### src/rtl/store_unit_pkg.sv
// Shared types and helpers for the coalescing store buffer.
// Entry fields are sized by the package widths; the buffer's width parameters default to them.
package store_unit_pkg;

    localparam int unsigned StBufByteW     = 8;
    localparam int unsigned StBufAddrWidth = 32;
    localparam int unsigned StBufDataBytes = 4;
    localparam int unsigned StBufOfs       = $clog2(StBufDataBytes);

    typedef struct packed {
        logic [StBufAddrWidth-StBufOfs-1:0] word_addr;
        logic [StBufByteW*StBufDataBytes-1:0] data;
        logic [StBufDataBytes-1:0] strobe;
    } st_buf_entry_t;

    typedef enum logic [0:0] {
        StIdle,
        StDrain
    } st_buf_drain_state_t;

    // Expand a byte strobe into a bit mask over the data word.
    function automatic logic [StBufByteW*StBufDataBytes-1:0] lane_mask(
        input logic [StBufDataBytes-1:0] strobe
    );
        logic [StBufByteW*StBufDataBytes-1:0] mask;
        for (int unsigned b = 0; b < StBufDataBytes; b++) begin
            mask[StBufByteW*b +: StBufByteW] = {StBufByteW{strobe[b]}};
        end
        return mask;
    endfunction

    function automatic logic [StBufByteW*StBufDataBytes-1:0] merge_lanes(
        input logic [StBufByteW*StBufDataBytes-1:0] old_data,
        input logic [StBufByteW*StBufDataBytes-1:0] new_data,
        input logic [StBufDataBytes-1:0]            strobe
    );
        logic [StBufByteW*StBufDataBytes-1:0] mask;
        mask = lane_mask(strobe);
        return (old_data & ~mask) | (new_data & mask);
    endfunction

endpackage

### src/rtl/store_forward_select.sv
// Per-lane youngest-match select over entries ordered oldest (index 0) to youngest.
module store_forward_select
    import store_unit_pkg::*;
#(
    parameter int unsigned DEPTH      = 8,
    parameter int unsigned WORD_WIDTH = 30,
    parameter int unsigned DATA_BYTES = 4
) (
    input  logic [WORD_WIDTH-1:0]            word_i   [DEPTH],
    input  logic [StBufByteW*DATA_BYTES-1:0] data_i   [DEPTH],
    input  logic [DATA_BYTES-1:0]            strobe_i [DEPTH],
    input  logic [DEPTH-1:0]                 valid_i,
    input  logic [WORD_WIDTH-1:0]            fwd_word_i,
    output logic [StBufByteW*DATA_BYTES-1:0] fwd_data_o,
    output logic [DATA_BYTES-1:0]            fwd_strobe_o
);

    // Later (younger) matches overwrite earlier ones lane by lane.
    always_comb begin
        fwd_data_o   = '0;
        fwd_strobe_o = '0;
        for (int unsigned i = 0; i < DEPTH; i++) begin
            if (valid_i[i] && (word_i[i] == fwd_word_i)) begin
                for (int unsigned b = 0; b < DATA_BYTES; b++) begin
                    if (strobe_i[i][b]) begin
                        fwd_data_o[StBufByteW*b +: StBufByteW] =
                            data_i[i][StBufByteW*b +: StBufByteW];
                        fwd_strobe_o[b] = 1'b1;
                    end
                end
            end
        end
    end

endmodule

### src/rtl/coalescing_store_buffer.sv
// In-order byte-granular store buffer with load forwarding and drain fence.
// Define ST_BUF_MERGE_EN to coalesce same-word pushes into the youngest entry.
module coalescing_store_buffer
    import store_unit_pkg::*;
#(
    parameter int unsigned DEPTH      = 8,
    parameter int unsigned ADDR_WIDTH = StBufAddrWidth,
    parameter int unsigned DATA_BYTES = StBufDataBytes
) (
    input  logic                    clk_i,
    input  logic                    rst_n_i,
    input  logic                    push_valid_i,
    output logic                    push_ready_o,
    input  logic [ADDR_WIDTH-1:0]   push_address_i,
    input  logic [8*DATA_BYTES-1:0] push_data_i,
    input  logic [DATA_BYTES-1:0]   push_strobe_i,
    output logic                    pull_valid_o,
    input  logic                    pull_ready_i,
    output logic [ADDR_WIDTH-1:0]   pull_address_o,
    output logic [8*DATA_BYTES-1:0] pull_data_o,
    output logic [DATA_BYTES-1:0]   pull_strobe_o,
    input  logic [ADDR_WIDTH-1:0]   fwd_address_i,
    output logic [8*DATA_BYTES-1:0] fwd_data_o,
    output logic [DATA_BYTES-1:0]   fwd_strobe_o,
    output logic                    fwd_hit_o,
    output logic                    fwd_full_o,
    input  logic                    drain_i,
    output logic                    drained_o,
    output logic                    full_o,
    output logic                    empty_o
);

    localparam int unsigned Ofs   = $clog2(DATA_BYTES);
    localparam int unsigned PtrW  = $clog2(DEPTH);
    localparam int unsigned WordW = ADDR_WIDTH - Ofs;

    typedef logic [PtrW-1:0] ptr_t;
    typedef logic [PtrW:0]   cnt_t;

    localparam cnt_t DepthCnt = cnt_t'(DEPTH);

    st_buf_entry_t       entries_q [DEPTH];
    ptr_t                head_q, tail_q;
    cnt_t                count_q, count_d;
    cnt_t                fence_cnt_q, fence_load;
    st_buf_drain_state_t state_q;
    logic                drained_q;

    logic [WordW-1:0] push_word;
    logic [WordW-1:0] fwd_word;
    logic             merge_hit, push_fire, alloc, merge_fire, pop;

    assign push_word = push_address_i[ADDR_WIDTH-1:Ofs];
    assign fwd_word  = fwd_address_i[ADDR_WIDTH-1:Ofs];

    if (Ofs > 0) begin : g_unused_ofs
        logic unused_ofs_bits;
        assign unused_ofs_bits = ^{push_address_i[Ofs-1:0], fwd_address_i[Ofs-1:0]};
    end

    assign full_o       = (count_q == DepthCnt);
    assign empty_o      = (count_q == '0);
    assign pull_valid_o = !empty_o;
    assign pop          = pull_valid_o && pull_ready_i;

`ifdef ST_BUF_MERGE_EN
    ptr_t youngest;
    logic merge_lock_q;

    assign youngest = tail_q - ptr_t'(1);
    // count >= 2 keeps the merge target off the head entry, which may be popping.
    assign merge_hit = (count_q >= cnt_t'(2)) &&
                       (entries_q[youngest].word_addr == push_word) &&
                       !merge_lock_q && !drain_i;
`else
    assign merge_hit = 1'b0;
`endif

    assign push_ready_o = !full_o || merge_hit;
    assign push_fire    = push_valid_i && push_ready_o;
    assign alloc        = push_fire && !merge_hit;
    assign merge_fire   = push_fire && merge_hit;

    assign count_d    = count_q + cnt_t'(alloc) - cnt_t'(pop);
    assign fence_load = count_q - cnt_t'(pop);

    always_ff @(posedge clk_i or negedge rst_n_i) begin
        if (!rst_n_i) begin
            head_q  <= '0;
            tail_q  <= '0;
            count_q <= '0;
        end else begin
            if (alloc) tail_q <= tail_q + ptr_t'(1);
            if (pop) head_q <= head_q + ptr_t'(1);
            count_q <= count_d;
        end
    end

    // Entry payload carries no reset; occupancy is tracked by count_q alone.
    always_ff @(posedge clk_i) begin
        if (alloc) begin
            entries_q[tail_q] <= '{
                word_addr: push_word,
                data:      push_data_i & lane_mask(push_strobe_i),
                strobe:    push_strobe_i
            };
        end
`ifdef ST_BUF_MERGE_EN
        else if (merge_fire) begin
            entries_q[youngest].data <=
                merge_lanes(entries_q[youngest].data, push_data_i, push_strobe_i);
            entries_q[youngest].strobe <= entries_q[youngest].strobe | push_strobe_i;
        end
`endif
    end

`ifdef ST_BUF_MERGE_EN
    // A fence blocks merging into pre-fence entries until the next allocation.
    always_ff @(posedge clk_i or negedge rst_n_i) begin
        if (!rst_n_i) begin
            merge_lock_q <= 1'b0;
        end else if (alloc) begin
            merge_lock_q <= 1'b0;
        end else if (drain_i && (state_q == StIdle)) begin
            merge_lock_q <= 1'b1;
        end
    end
`endif

    always_ff @(posedge clk_i or negedge rst_n_i) begin
        if (!rst_n_i) begin
            state_q     <= StIdle;
            fence_cnt_q <= '0;
            drained_q   <= 1'b0;
        end else begin
            drained_q <= 1'b0;
            case (state_q)
                StIdle: begin
                    if (drain_i) begin
                        if (fence_load == '0) begin
                            drained_q <= 1'b1;
                        end else begin
                            state_q     <= StDrain;
                            fence_cnt_q <= fence_load;
                        end
                    end
                end
                StDrain: begin
                    if (pop) begin
                        fence_cnt_q <= fence_cnt_q - cnt_t'(1);
                        if (fence_cnt_q == cnt_t'(1)) begin
                            drained_q <= 1'b1;
                            state_q   <= StIdle;
                        end
                    end
                end
                default: state_q <= StIdle;
            endcase
        end
    end

    assign drained_o      = drained_q;
    assign pull_address_o = ADDR_WIDTH'(entries_q[head_q].word_addr) << Ofs;
    assign pull_data_o    = entries_q[head_q].data;
    assign pull_strobe_o  = entries_q[head_q].strobe;

    logic [WordW-1:0]        ord_word   [DEPTH];
    logic [8*DATA_BYTES-1:0] ord_data   [DEPTH];
    logic [DATA_BYTES-1:0]   ord_strobe [DEPTH];
    logic [DEPTH-1:0]        ord_valid;

    // Rotate storage so index 0 is the head (oldest) entry.
    always_comb begin
        for (int unsigned i = 0; i < DEPTH; i++) begin
            ord_word[i]   = entries_q[head_q + ptr_t'(i)].word_addr;
            ord_data[i]   = entries_q[head_q + ptr_t'(i)].data;
            ord_strobe[i] = entries_q[head_q + ptr_t'(i)].strobe;
            ord_valid[i]  = (cnt_t'(i) < count_q);
        end
    end

    store_forward_select #(
        .DEPTH      (DEPTH),
        .WORD_WIDTH (WordW),
        .DATA_BYTES (DATA_BYTES)
    ) u_fwd_select (
        .word_i       (ord_word),
        .data_i       (ord_data),
        .strobe_i     (ord_strobe),
        .valid_i      (ord_valid),
        .fwd_word_i   (fwd_word),
        .fwd_data_o   (fwd_data_o),
        .fwd_strobe_o (fwd_strobe_o)
    );

    assign fwd_hit_o  = |fwd_strobe_o;
    assign fwd_full_o = &fwd_strobe_o;

endmodule

### config.mk
export PLATFORM = sky130hd
export DESIGN_NAME = coalescing_store_buffer
export DESIGN_NICKNAME = d
export VERILOG_FILES = /design/src/rtl/store_unit_pkg.sv /design/src/rtl/store_forward_select.sv /design/src/rtl/coalescing_store_buffer.sv
export SDC_FILE = /design/constraint.sdc
export NUM_CORES = 2
export LEC_CHECK = 0
export CAP_MARGIN = 20
export CELL_PAD_IN_SITES_DETAIL_PLACEMENT = 1
export CELL_PAD_IN_SITES_GLOBAL_PLACEMENT = 1
export CORE_MARGIN = 2
export CORE_UTILIZATION = 30
export CTS_BUF_LIST = sky130_fd_sc_hd__clkbuf_16
export CTS_CLUSTER_DIAMETER = 120
export DETAILED_ROUTE_END_ITERATION = 10
export HOLD_SLACK_MARGIN = 0.06
export PLACE_DENSITY_LB_ADDON = 0.1
export SETUP_SLACK_MARGIN = 0.4
export SYNTH_ARGS = -nofsm -noshare
export SYNTH_HDL_FRONTEND = slang
export SYNTH_SLANG_ARGS = --single-unit
### constraint.sdc
create_clock -name clk_i -period 10.3 [get_ports clk_i]
set_clock_uncertainty 0.1 [all_clocks]
set_input_delay 2.06 -clock clk_i [delete_from_list [all_inputs] [get_ports clk_i]]
set_output_delay 2.06 -clock clk_i [all_outputs]
set_load 0.05 [all_outputs]
After elaboration in Yosys (flattened, before gate mapping):

Memories as Yosys holds them, arrays and structs flattened.
Index checks and enable logic that the tools add are counted.

* logic and storage cells: 155
* register bits after elaboration: 16
* memories kept: 1
* bits in writable memories: 528
* bits of input ports: 105
* output and inout port bits: 111

* muxes and demuxes: 96
* bitwise gates (word level): 2
* reduce and logical (&&, ||, !) cells: 17
* equal/unequal tests: 13
* order comparisons: 8
* add/sub/neg operators: 12

Memory list
* entries_q: depth 8, bits a word 66, rd ports 8, clocked after memory_dff 0, wr ports 1, line coalescing_store_buffer.sv:42 `st_buf_entry_t entries_q [DEPTH];`

Operators with widths (count)
* 32-bit two-way mux: 8
* 8-bit two-way mux: 32
* 30-bit == test: 8
* 4-bit two-way mux: 11
* 1-bit two-way mux: 42
* 32-bit bitwise AND: 1
* 3-bit by 4-bit < comparator with 1-bit output, first input constant: 4
* 3-bit adder, second input constant: 4
* 1-bit logical AND: 10
* 4-bit logical NOT: 2
* 1-bit by 4-bit < comparator with 1-bit output, first input constant: 2
* 2-bit by 4-bit < comparator with 1-bit output, first input constant: 2
* 4-bit case mux with 2 select lines: 1
* 4-bit by 1-bit subtractor with 4-bit output: 2
* 3-bit by 1-bit adder with 3-bit output, second input constant: 2
* 3-bit by 2-bit adder with 3-bit output, second input constant: 2
* 4-bit by 1-bit adder with 4-bit output: 1
* 4-bit by 1-bit == test with 1-bit output, second input constant: 1
* 4-bit == test, second input constant: 1
* 2-bit != test, second input constant: 2
* 1-bit case mux with 2 select lines: 2
* 4-bit AND reduction: 1
* 4-bit OR reduction: 1
* 4-bit by 1-bit subtractor with 4-bit output, second input constant: 1
* other kinds (4): 5

Depth between registers and ports, before layout:

An unclocked memory read counts as a cell.

* word-level depth: 19
* mapped depth: 24
* depth with buffers taken out: 14

By module:

From an unflattened synthesis, not the netlist that was laid out.

* cell total of the unflattened synthesis: 3633
* area total of the unflattened synthesis: 42210.5 um2

Modules (own cells, without submodules)
* coalescing_store_buffer: times used 1, sequential area each 16255.6 um2, area each 36646.4 um2, cells each 2825
* store_forward_select: times used 1, sequential area each 0.0 um2, area each 5564.1 um2, cells each 808

Worst setup path before layout:

OpenSTA, ideal clock, no wires.

* path kind: register to output
* start point: register head_q[1]
* end point: output port fwd_hit_o
* slack: 2157 ps
* data required time: 8140 ps
* stages on the path, launching flop included: 21
* path buffers: 12
* arrival: 5983 ps
* path through: dfrtp_1 > buf_2 > inv_1 > clkbuf_1 > buf_2 > clkbuf_1 > clkbuf_1 > clkbuf_1 > ha_1 > buf_6 > buf_6 > buf_6 > buf_4 > buf_2 > buf_4 > mux4_2 > mux2i_1 > nor2_1 > nand4_2 > nand4b_1 > or4_1

* word-level cells in the longest chain between the ends: 19
* elaborated cells on any way between the ends: 65
* those cells by class: 7 x add/sub; 8 x eq/ne; 40 x mux; 9 x reduce/logical; 1 x memory

Ends and longest elaborated chain
* from (decl): line coalescing_store_buffer.sv:43 `ptr_t head_q, tail_q;`
* from (signal assigned): line coalescing_store_buffer.sv:94 `if (pop) head_q <= head_q + ptr_t'(1);`
* memory 8 x 66 bit (*)
* 30-bit == test: line store_forward_select.sv:23 `if (valid_i[i] && (word_i[i] == fwd_word_i)) begin`
* 1-bit logical AND: line store_forward_select.sv:23
* 4-bit two-way mux: line store_forward_select.sv:23
* 1-bit two-way mux: line store_forward_select.sv:25 `if (strobe_i[i][b]) begin`
* 4-bit two-way mux: line store_forward_select.sv:23
* 1-bit two-way mux: line store_forward_select.sv:25
* 4-bit two-way mux: line store_forward_select.sv:23
* [... 4 more ...]
* 1-bit two-way mux: line store_forward_select.sv:25
* 4-bit two-way mux: line store_forward_select.sv:23
* 1-bit two-way mux: line store_forward_select.sv:25
* 4-bit two-way mux: line store_forward_select.sv:23
* 1-bit two-way mux: line store_forward_select.sv:25
* 4-bit two-way mux (*): line store_forward_select.sv:23
* via fwd_strobe_o[1]: line coalescing_store_buffer.sv:24 `output logic [DATA_BYTES-1:0] fwd_strobe_o,`
* 4-bit OR reduction (*): line coalescing_store_buffer.sv:196 `assign fwd_hit_o = |fwd_strobe_o;`
* to (decl): line coalescing_store_buffer.sv:25 `output logic fwd_hit_o,`

The timed path passes the listed nets; every way through them passes the cells marked *.

Worst setup path in the final report:

* start point: register head_q[0]
* end point: output port fwd_full_o

* word-level cells in the longest chain between the ends: 19
* elaborated cells on any way between the ends: 65
* those cells by class: 7 x add/sub; 8 x eq/ne; 40 x mux; 9 x reduce/logical; 1 x memory

Ends and longest elaborated chain
* memory 8 x 66 bit (*)
* 30-bit == test: line store_forward_select.sv:23
* 1-bit logical AND: line store_forward_select.sv:23
* 4-bit two-way mux: line store_forward_select.sv:23
* 1-bit two-way mux: line store_forward_select.sv:25
* 4-bit two-way mux: line store_forward_select.sv:23
* 1-bit two-way mux: line store_forward_select.sv:25
* 4-bit two-way mux: line store_forward_select.sv:23
* [... 3 more ...]
* 4-bit two-way mux: line store_forward_select.sv:23
* 1-bit two-way mux: line store_forward_select.sv:25
* 4-bit two-way mux: line store_forward_select.sv:23
* 1-bit two-way mux: line store_forward_select.sv:25
* 4-bit two-way mux: line store_forward_select.sv:23
* 1-bit two-way mux: line store_forward_select.sv:25
* 4-bit two-way mux (*): line store_forward_select.sv:23
* 4-bit AND reduction (*): line coalescing_store_buffer.sv:197 `assign fwd_full_o = &fwd_strobe_o;`
* to (decl): line coalescing_store_buffer.sv:26 `output logic fwd_full_o,`

Mark *: on every way between the ends. The rest lies on a longest branch, timed or not.

==> qor.csv <==
stage,metric,value,unit
grt,GR Util met1,32.55,%
clock_tree,Post-CTS Resized,0,
synthesis,Post-Syn Area,0.04342,mm²
outcome,outcome,finished with violations,
pwr,Pwr per Cell Area,390.3,mW/mm²
sta,Tcrit/Tclk final,91.44,%
floorplan,core region area,0.1437,mm²
route,Detail Route Antenna Nets,0,
pwr,Power Total,19.51,mW
setup_path,CP Data Required Time,8.14,ns
synthesis,number of synthesized flops with an enable pin,528,
finish,Fillers,15510,
sta,max-slew violations,0,
floorplan,# IOs,216,
sta,setup TNS,0,ns
synthesis,post-synthesis mux area share,31.95,%
floorplan,die area,0.1478,mm²
grt,met3 usage,3.765,%
route,drt pass-1 iters,11,
clock_tree,worst skew pair latency,0.68,ns
synthesis,Synth Area in Adders,0.4784,%
clock_tree,CTS tree,built,
synthesis,Yosys reg bits,544,
sta,min Tclk post-route,9.418,ns
clock_tree,Setup Buffers After CTS,0,
route,via count,34230,
grt,largest net degree at the start of global routing,124,
setup_path,R2R cell count,7,
synthesis,Main synth FF type,edfxtp_1,
clock_tree,clk slew on worst S/H paths,0.06,ns
grt,routing usage on met2,41.75,%
floorplan,Initial Utilization,30.22,%
route,DRT iter0 DRCs,3026,
route,drt total wl,186000,µm
grt,vias in the first global route,34470,
setup_path,CP endpoint kind,output port,
route,post-DR wirelength/cell,32.36,µm
sta,FMAX,0.1062,GHz
synthesis,Yosys warning total,0,
placed_design,placer congestion estimate,1.009,
setup_path,crit path launch type,register,
clock_tree,TritonCTS Sinks,544,
route,DR DRC count,24,
clock_tree,hold_buf cts,0,
grt,first-pass GRT wire length,263200,µm
synthesis,synth top area cells,"edfxtp_1, mux4_2, mux2i_1",
setup_path,WS Path Type,reg -> out,
clock_tree,htree depth,3,
placed_design,Post-DP HPWL,131300,µm
hold_path,Hold Path Class,reg -> reg,
floorplan,# rows,139,
sta,actual slew at the worst max-slew pin,1.162,ns
clock_tree,clock buffer depth,3,
finish,area growth from synthesis to layout,15.12,%
clock_tree,Root Buffer,clkbuf_16,
synthesis,Synth Area in Compound Gates,9.922,%
hold_path,Hold Path Depth,2,
floorplan,Die Wd,384.4,µm
hold_path,min-delay src,tail_q[0]$_DFFE_PN0P_,
setup_path,crit-path max FO,23,
synthesis,simple-gate portion of the synthesized area,12.05,%
finish,# nets final,3903,
synthesis,Async SR Flop Fraction,2.941,%
pwr,LEAKAGE,17.34,nW
synthesis,XOR/XNOR Fraction of Synth Area,4.015,%
synthesis,Synth cell types,83,
job,Max Cap Viol,0,
clock_tree,TritonCTS Buffers,71,
setup_path,FF-to-FF setup slack,6.22,ns
route,Via density,5.955,
grt,busiest metal layer after global routing,met2,
setup_path,R2R Path End,entries_q[4][7]$_DFFE_PP_,
setup_path,Reg2Reg Launch Point,count_q[1]$_DFF_PN0_,
placed_design,I/O Buffers,209,
finish,share of post-route cells with drive strength above 1,21.98,%
synthesis,area share of the leading cell type in the synthesized netlist,36.52,%
sta,endpoints failing hold,0,
grt,antenna violations before repair,11,
synthesis,main combinational cell family by area after synthesis,multiplexers,
grt,gr ovfl total,0,
sta,RSZ-0062 raised after global routing,no,
sta,max_slew headroom,22.51,%
synthesis,sequential fraction of the synthesis area,37.44,%
synthesis,syn avg cell area,11.73,µm²
setup_path,Arrival @ worst endpoint,7.26,ns
grt,total track usage,24.79,%
outcome,failing checks,design-rule violations,
pwr,peak supply drop,0.0002621,V
sta,Final setup viols,0,
synthesis,Post-Syn Instances,3702,
floorplan,Die Y,384.4,µm
hold_path,Worst Hold Endpoint,tail_q[0]$_DFFE_PN0P_,
synthesis,post-synth top area cell,edfxtp_1,
==> cell type report <==
cell class | count | area [µm²] | share of cell area (%)
flip-flops and latches | 544 | 16270 | 32.55
repair buffers | 325 | 3191 | 6.384
clock buffers | 72 | 1802 | 3.605
clock inverters | 59 | 595.6 | 1.192
multi-input cells | 2797 | 25570 | 51.15
well taps | 1903 | 2381 | 4.764
diodes | 5 | 12.51 | 0.02503
inverters | 43 | 166.4 | 0.3330
==> per-stage QoR <==
stage	hold WS, ns	util, %	worst slack [ns]	cell area [µm²]	cells
floorplan	0.3881	-	2.157	43420	3703
finish	0.4520	34.79	0.8820	49980	5748
global route	0.5060	34.78	0.6813	49970	5743
detailed placement	0.4425	33.06	1.138	47500	5609
global placement	0.4222	33.04	1.152	47460	5607
CTS	0.4560	34.73	0.7451	49890	5740
==> routing by layer <==
layer | vias up | share of wire (%)
li1 | 14800 | -
met1 | 18100 | 43
met2 | 1072 | 48
met3 | 243 | 5.3
met4 | 6 | 3.5
met5 | - | 0.022
==> logic make-up (layout without fill, tap and decap cells) <==
| family | Yosys count | after routing |
|---|---|---|
| AO/OA/AOI/OAI | 654 | 654 |
| XOR/XNOR | 199 | 199 |
| flip-flops | 544 | 544 |
| other | 1 | 7 |
| AND/OR/NAND/NOR | 1107 | 1107 |
| adder cells (fa/ha/maj) | 16 | 16 |
| multiplexers | 819 | 819 |
| buffers and inverters | 362 | 499 |
==> synth_stat cells, drive strengths merged (14+ instances only) <==
library cell	instances
a21oi	134
a22oi	84
a311oi	33
a31o	33
a31oi	14
and2	48
and4	40
buf	205
clkbuf	114
dfrtp	16
edfxtp	528
ha	15
inv	37
mux2	61
mux2i	311
mux4	447
nand2	610
nand2b	27
nand3	50
nand4	61
nor2	117
nor2b	17
nor3	56
nor4	17
o211a	25
o21ai	195
o31ai	39
or2	20
or4	19
xnor2	172
xor2	27
==> cell usage in the layout (no fill, tap or decap), types with 25 or more instances in the layout <==
cell type / instances
buf_4: 129
edfxtp_1: 528
a311oi_1: 33
nand2_1: 610
mux2i_1: 310
a31o_1: 25
nand4_1: 58
nor2_1: 105
and2_1: 46
nand3_1: 50
mux4_2: 447
mux2_2: 61
nor3_1: 45
nand2b_1: 27
o211a_1: 25
clkbuf_16: 72
inv_1: 45
xor2_1: 25
a21oi_1: 128
o31ai_1: 39
a22oi_1: 84
xnor2_1: 170
o21ai_0: 188
clkdlybuf4s50_1: 171
and4_1: 39
==> sequential cells by signal (all words and copies together) (netlist names) <==
name	flops
fence_cnt_q	4
drained_o	1
head_q	3
entries_q	528
state_q	1
count_q	4
tail_q	3
==> worst max-delay path: stages, from the launching register on <==
cell	delay, ns
dfrtp_4	0.71
inv_2	0.04
buf_4	0.24
ha_4	0.66
buf_4	0.41
mux4_2	0.57
xnor2_1	0.54
nor4b_1	0.34
nand4_1	0.15
a22oi_1	0.23
nand4_1	0.61
nor3_2	0.89
nor2_2	0.30
nand3_1	0.40
and4_1	0.30
buf_12	0.15
==> worst max path at each step <==
| stage | startpoint | to | slack (ns) |
|---|---|---|---|
| floorplan | head_q[1]$_DFFE_PN0P_ | fwd_hit_o | 2.16 |
| global placement | fwd_address_i[31] | fwd_data_o[24] | 1.15 |
| detailed placement | fwd_address_i[4] | fwd_full_o | 1.14 |
| CTS | head_q[0]$_DFFE_PN0P_ | fwd_data_o[24] | 0.75 |
| global route | head_q[0]$_DFFE_PN0P_ | fwd_full_o | 0.68 |
| finish | head_q[0]$_DFFE_PN0P_ | fwd_full_o | 0.88 |
==> report_power, final <==
group	internal, mW	total, mW	switching [mW]
registers	2.82	3.17	0.349
logic	5.12	13.7	8.61
clock network	1.53	2.60	1.07
total	9.48	19.5	10.0
(Power assumes the default switching activity.)
